[src/rtl/demux12_ctrl_pkg.sv]
// demux12_ctrl shared definitions.
// State encoding and data path geometry.
package demux12_ctrl_pkg;

  localparam int BW          = 10;
  localparam int DEST_BIT    = 8;
  localparam int CNT_W       = 8;
  localparam int STALL_LIMIT = 16;

  typedef enum logic [1:0] {
    IDLE   = 2'd0,
    ACTIVE = 2'd1,
    STALL  = 2'd2
  } state_t;

endpackage

[src/rtl/demux12_ctrl_if.sv]
// demux12_ctrl bus: upstream FIFO, pauses,
// demux drive and status.
interface demux12_ctrl_if #(
  parameter int BW    = 10,
  parameter int CNT_W = 8
);

  logic             enable;
  logic             fifo_empty;
  logic [BW-1:0]    data_in;
  logic             pause_0;
  logic             pause_1;
  logic             pop;
  logic [BW-1:0]    data_out;
  logic             valid_out;
  logic             select;
  logic [CNT_W-1:0] count_0;
  logic [CNT_W-1:0] count_1;
  logic             stall_timeout;
  logic             idle;

  modport master (
    input  enable, fifo_empty, data_in,
    input  pause_0, pause_1,
    output pop, data_out, valid_out, select,
    output count_0, count_1,
    output stall_timeout, idle
  );

  modport slave (
    output enable, fifo_empty, data_in,
    output pause_0, pause_1,
    input  pop, data_out, valid_out, select,
    input  count_0, count_1,
    input  stall_timeout, idle
  );

endinterface

[src/rtl/demux12_ctrl_stall_cnt.sv]
// Saturating stall counter with clear and a
// registered limit flag.
module demux12_ctrl_stall_cnt #(
  parameter int LIMIT = 16
) (
  input  logic clk,
  input  logic reset,
  input  logic clr,
  input  logic inc,
  output logic timeout
);

  localparam int W = $clog2(LIMIT + 1);
  localparam logic [W-1:0] LIM = W'(LIMIT);

  logic [W-1:0] cnt_q;
  logic [W-1:0] cnt_nxt;

  // Next count: clear wins, then saturating step
  always_comb begin
    cnt_nxt = cnt_q;
    if (clr)
      cnt_nxt = '0;
    else if (inc && cnt_q != LIM)
      cnt_nxt = cnt_q + 1'b1;
  end

  // Count and flag move on the same edge
  always_ff @(posedge clk or negedge reset) begin
    if (!reset) begin
      cnt_q   <= '0;
      timeout <= 1'b0;
    end else begin
      cnt_q   <= cnt_nxt;
      timeout <= (cnt_nxt == LIM);
    end
  end

endmodule

[src/rtl/demux12_ctrl.sv]
// FWFT-to-demux scheduler: in-order forwarding
// with per-destination pause and stall watch.
module demux12_ctrl #(
  parameter int BW          = demux12_ctrl_pkg::BW,
  parameter int DEST_BIT    = demux12_ctrl_pkg::DEST_BIT,
  parameter int CNT_W       = demux12_ctrl_pkg::CNT_W,
  parameter int STALL_LIMIT = demux12_ctrl_pkg::STALL_LIMIT
) (
  input logic            clk,
  input logic            reset,
  demux12_ctrl_if.master bus
);

  import demux12_ctrl_pkg::*;

  state_t           state_q;
  state_t           state_nxt;
  logic             dest;
  logic             blocked;
  logic             pop;
  logic             stay_stall;
  logic             timeout;
  logic [BW-1:0]    data_q;
  logic             sel_q;
  logic             vld_q;
  logic [CNT_W-1:0] cnt0_q;
  logic [CNT_W-1:0] cnt1_q;

  assign dest    = bus.data_in[DEST_BIT];
  assign blocked = dest ? bus.pause_1
                        : bus.pause_0;

  // Next state and the combinational pop
  always_comb begin
    state_nxt = state_q;
    pop       = 1'b0;
    unique case (state_q)
      IDLE: begin
        if (bus.enable && !bus.fifo_empty)
          state_nxt = ACTIVE;
      end
      ACTIVE: begin
        pop = !bus.fifo_empty && !blocked;
        if (!bus.enable)
          state_nxt = IDLE;
        else if (!bus.fifo_empty && blocked)
          state_nxt = STALL;
        else if (bus.fifo_empty)
          state_nxt = IDLE;
      end
      STALL: begin
        if (!bus.enable)
          state_nxt = IDLE;
        else if (!blocked)
          state_nxt = ACTIVE;
      end
      default: state_nxt = IDLE;
    endcase
  end

  // State, demux drive and word counters
  always_ff @(posedge clk or negedge reset) begin
    if (!reset) begin
      state_q <= IDLE;
      data_q  <= '0;
      sel_q   <= 1'b0;
      vld_q   <= 1'b0;
      cnt0_q  <= '0;
      cnt1_q  <= '0;
    end else begin
      state_q <= state_nxt;
      vld_q   <= pop;
      if (pop) begin
        data_q <= bus.data_in;
        sel_q  <= dest;
        if (dest)
          cnt1_q <= cnt1_q + 1'b1;
        else
          cnt0_q <= cnt0_q + 1'b1;
      end
    end
  end

  assign stay_stall = (state_q == STALL) &&
                      (state_nxt == STALL);

  demux12_ctrl_stall_cnt #(
    .LIMIT (STALL_LIMIT)
  ) u_stall_cnt (
    .clk     (clk),
    .reset   (reset),
    .clr     (!stay_stall),
    .inc     (stay_stall),
    .timeout (timeout)
  );

  assign bus.pop           = pop;
  assign bus.data_out      = data_q;
  assign bus.valid_out     = vld_q;
  assign bus.select        = sel_q;
  assign bus.count_0       = cnt0_q;
  assign bus.count_1       = cnt1_q;
  assign bus.stall_timeout = timeout;
  assign bus.idle          = (state_q == IDLE);

endmodule

[src/flat_wrapper.sv]
// flat-port wrapper written by rule: the top's interface ports become plain ports
module demux12_ctrl_flat import demux12_ctrl_pkg::*;
#(
  parameter int BW          = demux12_ctrl_pkg::BW,
  parameter int DEST_BIT    = demux12_ctrl_pkg::DEST_BIT,
  parameter int CNT_W       = demux12_ctrl_pkg::CNT_W,
  parameter int STALL_LIMIT = demux12_ctrl_pkg::STALL_LIMIT
)
  (clk, reset, bus_enable, bus_fifo_empty, bus_data_in, bus_pause_0, bus_pause_1, bus_pop, bus_data_out, bus_valid_out, bus_select, bus_count_0, bus_count_1, bus_stall_timeout, bus_idle);
  demux12_ctrl_if #(.BW(BW), .CNT_W(CNT_W)) bus_i ();
  input logic clk;
  input logic reset;
  input wire logic [$bits(bus_i.enable)-1:0] bus_enable;
  input wire logic [$bits(bus_i.fifo_empty)-1:0] bus_fifo_empty;
  input wire logic [$bits(bus_i.data_in)-1:0] bus_data_in;
  input wire logic [$bits(bus_i.pause_0)-1:0] bus_pause_0;
  input wire logic [$bits(bus_i.pause_1)-1:0] bus_pause_1;
  output wire logic [$bits(bus_i.pop)-1:0] bus_pop;
  output wire logic [$bits(bus_i.data_out)-1:0] bus_data_out;
  output wire logic [$bits(bus_i.valid_out)-1:0] bus_valid_out;
  output wire logic [$bits(bus_i.select)-1:0] bus_select;
  output wire logic [$bits(bus_i.count_0)-1:0] bus_count_0;
  output wire logic [$bits(bus_i.count_1)-1:0] bus_count_1;
  output wire logic [$bits(bus_i.stall_timeout)-1:0] bus_stall_timeout;
  output wire logic [$bits(bus_i.idle)-1:0] bus_idle;
  assign bus_i.enable = bus_enable;
  assign bus_i.fifo_empty = bus_fifo_empty;
  assign bus_i.data_in = bus_data_in;
  assign bus_i.pause_0 = bus_pause_0;
  assign bus_i.pause_1 = bus_pause_1;
  assign bus_pop = bus_i.pop;
  assign bus_data_out = bus_i.data_out;
  assign bus_valid_out = bus_i.valid_out;
  assign bus_select = bus_i.select;
  assign bus_count_0 = bus_i.count_0;
  assign bus_count_1 = bus_i.count_1;
  assign bus_stall_timeout = bus_i.stall_timeout;
  assign bus_idle = bus_i.idle;
  demux12_ctrl #(.BW(BW), .DEST_BIT(DEST_BIT), .CNT_W(CNT_W), .STALL_LIMIT(STALL_LIMIT)) u_core (.clk(clk), .reset(reset), .bus(bus_i));
endmodule
[config.mk]
export PLATFORM = sky130hd
export DESIGN_NAME = demux12_ctrl_flat
export DESIGN_NICKNAME = d
export VERILOG_FILES = /design/src/rtl/demux12_ctrl_pkg.sv /design/src/rtl/demux12_ctrl_if.sv /design/src/rtl/demux12_ctrl_stall_cnt.sv /design/src/rtl/demux12_ctrl.sv /design/src/flat_wrapper.sv
export SDC_FILE = /design/constraint.sdc
export NUM_CORES = 1
export LEC_CHECK = 0
export ABC_AREA = 0
export CAP_MARGIN = 10
export CORE_MARGIN = 2
export CORE_UTILIZATION = 30
export DETAILED_ROUTE_END_ITERATION = 7
export PLACE_DENSITY_LB_ADDON = 0.05
export SLEW_MARGIN = 15
export SYNTH_ARGS = -nofsm -noshare
export SYNTH_HDL_FRONTEND = slang
export SYNTH_HIERARCHICAL = 1
export SYNTH_SLANG_ARGS = --single-unit
export TNS_END_PERCENT = 10
[constraint.sdc]
create_clock -name clk -period 1.8 [get_ports clk]
set_clock_uncertainty 0.15 [all_clocks]
set_input_delay 0.36 -clock clk [delete_from_list [all_inputs] [get_ports clk]]
set_output_delay 0.36 -clock clk [all_outputs]
set_load 0.01 [all_outputs]
==> impl_metrics.ini <==
[floorplanning]
coreArea_um2 = 5140
die_h_um = 77.0
die_area_um2 = 5930
num_rows = 26
dieWidth_um = 77.0
ios = 47
initial_core_util = 0.311

[power]
power_switching_share = 0.248
ir_worst_vdd_v = 0.000408
cellPowerDensity_nw_per_um2 = 980
p_comb_frac = 0.236
p_leak_uw = 0.00118
power_frac_clock = 0.349
total_power_uw = 2430
seq_power_share = 0.415
switchingPower_uw = 603
internal-power_uw = 1830

[global_routing]
grt.overflow.total = 0
grt_pass1_vias = 1279
grt_pass1_wl_mm = 6.08
grt_max_degree = 36
antenna_found_initial = 0
grt_usage = 0.132

[critical_path]
worst_setup_path_start_kind = flip-flop
timing.rr.start = u_core/state_q[1]
crit_path_end_kind = flip-flop
cp.arrival_ps = 1810
crit_type = flip-flop to flip-flop
crit_path_max_fanout = 3
required_ps = 1820
crit_start = u_core/state_q[1]

[logic_synthesis]
synth-compound-area-share = 0.0305
syn_area_um2 = 1600
async_reset_ff_frac = 1.00
synth_nets = 148
synthAdderAreaFrac = 0.0313
synthSimpleGateAreaFrac = 0.182
synth_xor_area_frac = 0.0979
synthCells = 128
synth_enable_flop_cells = 0
synth_cell_types = 36
synth_top_family_by_area = simple AND/OR/NAND/NOR gates
syn_area_per_cell_um2 = 12.5
yosysWarnings = 6
synth_flop_cell = dfrtp_1
ys_ff_latch = 35
muxShareOfSynthArea = 0.0932
synth_seq_area_share = 0.548

[route]
viasPerCell = 4.59
drc = 0
wl_per_cell_um = 13.2
dr.pass1.iters = 4
ant_nets = 0
postRouteWirelength_mm = 3.56
drt_iter0_drc = 47
via_count = 1234

[cts]
numCtsBuffers = 5
root_buffer = clkbuf_8
cts_hold_buf = 0
htreeDepth = 2
cts_buffer_depth = 2
worst_skew_pair.late_latency_ps = 290
clk_pin_slew_ps = 70
cts_num_sinks = 35
cts_setup_buffers = 0
cts_tree = built

[finish]
final_util = 0.482
final_common_cell = dfrtp_1
fin_nets = 218
diodes = 0
final_cell_mix = 33 x dfrtp_1, 32 x clkdlybuf4s50_1, 17 x buf_4
area_growth_pct = 55.2
layout-drive-gt1-share = 0.241

[placed_design]
pre_cts_slack_ps = -707
detailed_place_hpwl_mm = 2.59
gp_congestion = 0.754
portBuffers = 46

[timing]
holdWs_ps = 285
maxSlewViolCount = 0
rsz0062_at_grt = yes
final.min_clock_period_ps = 1790
worst_slack_ps = 7.42
setup_tns_ps = 0
finalSetupViolCount = 0
post-route-period-util = 0.996
timing.fmax_ghz = 0.558
final-hold-violation-count = 0
tightest_slew_ps = 269
relSlewSlack = 0.819

[min_path]
hp-class = primary input to async pin

[outcome]
status = complete, no violations

[flow_run]
max_cap_violations = 0
[cell families after synthesis]
logic type,Yosys count
compound gates,6
xor+xnor,17
fa+ha+maj,4
buf+inv,6
flops,35
mux,13
simple gates,47
[stage by stage]
stage | cell area [um2] | std cells
CTS | 2450 | 269
finish | 2480 | 269
detailed placement | 2290 | 261
global placement | 2290 | 261
global route | 2480 | 269
floorplan | 1600 | 128
[path summary, 6_finish.rpt]
| check | endpoint | slack, ps | cells after the start |
|---|---|---|---|
| max in group asynchronous | u_core/bus.count_1[2] | 1020 | 2 |
| worst min register to register | u_core/bus.count_0[7] | 320 | 1 |
| worst max-delay path | u_core/bus.count_0[1] | 7 | 3 |
| worst max register to register | u_core/bus.count_0[1] | 7 | 3 |
| worst min-delay path | u_core/bus.count_0[7] | 290 | 2 |
| min in group clk | u_core/bus.count_0[7] | 320 | 1 |
[cell usage after synthesis (all sizes together) (4+ instances only)]
| library cell | count | share of area |
|---|---|---|
| dfrtp | 35 | 0.55 |
| xnor2 | 13 | 0.076 |
| mux2 | 12 | 0.087 |
| nor2 | 10 | 0.023 |
| nand3 | 5 | 0.016 |
| nand4 | 5 | 0.020 |
| ha | 4 | 0.031 |
| inv | 4 | 0.0094 |
| nand2 | 4 | 0.0094 |
| nor3b | 4 | 0.022 |
| xor2 | 4 | 0.022 |
[registers in the layout (all words and copies together) (netlist names)]
register and count:
u_core/bus.count_0 8, u_core/bus.count_1 8, u_core/bus.data_out 10, u_core/bus.valid_out 1, u_core/state_q 2, u_core/u_stall_cnt/cnt_q 5
u_core/u_stall_cnt/timeout 1
[per-layer routing]
metal | vias up | wire [um] | global-route usage | share of wire
met3 | 6 | 284 | 0.0518 | 0.080
met2 | 43 | 1770 | 0.226 | 0.50
li1 | 588 | - | - | -
met4 | 0 | 59 | 0.0536 | 0.017
met5 | - | 0 | 0 | 0
met1 | 597 | 1440 | 0.146 | 0.41
[cell type report]
class,count,area [um2]
fill,494,2660
sequential,35,878
multi-input combinational,87,739
timing repair buffer,65,623
tap,70,87.6
clock buffer,5,68.8
clock inverter,3,67.6
inverter,4,15.0
[power groups by stage]
| stage | Sequential (uW) | Combinational (uW) | Clock [uW] |
|---|---|---|---|
| floorplan | 1070 | 166 | 0 |
| detailed placement | 1030 | 587 | 0 |
| global route | 1030 | 626 | 918 |
| global placement | 1010 | 578 | 0 |
| CTS | 1010 | 591 | 878 |
| finish | 1010 | 575 | 847 |
[worst max-delay path, stage by stage, from the launching register on]
cell,delay [ps]
dfrtp_1,430
or3b_4,420
or3_4,370
mux2_4,310
[timing repair]
| item | CTS | global route |
|---|---|---|
| pin swaps | 2 | 3 |
| endpoints found under the setup margin | 24 | 11 |
| gates resized for setup | 22 | 12 |
| cloned | 0 | 0 |
| endpoints found under the hold margin | 0 | 0 |
No activity file was read; power rests on OpenSTA's default activity.
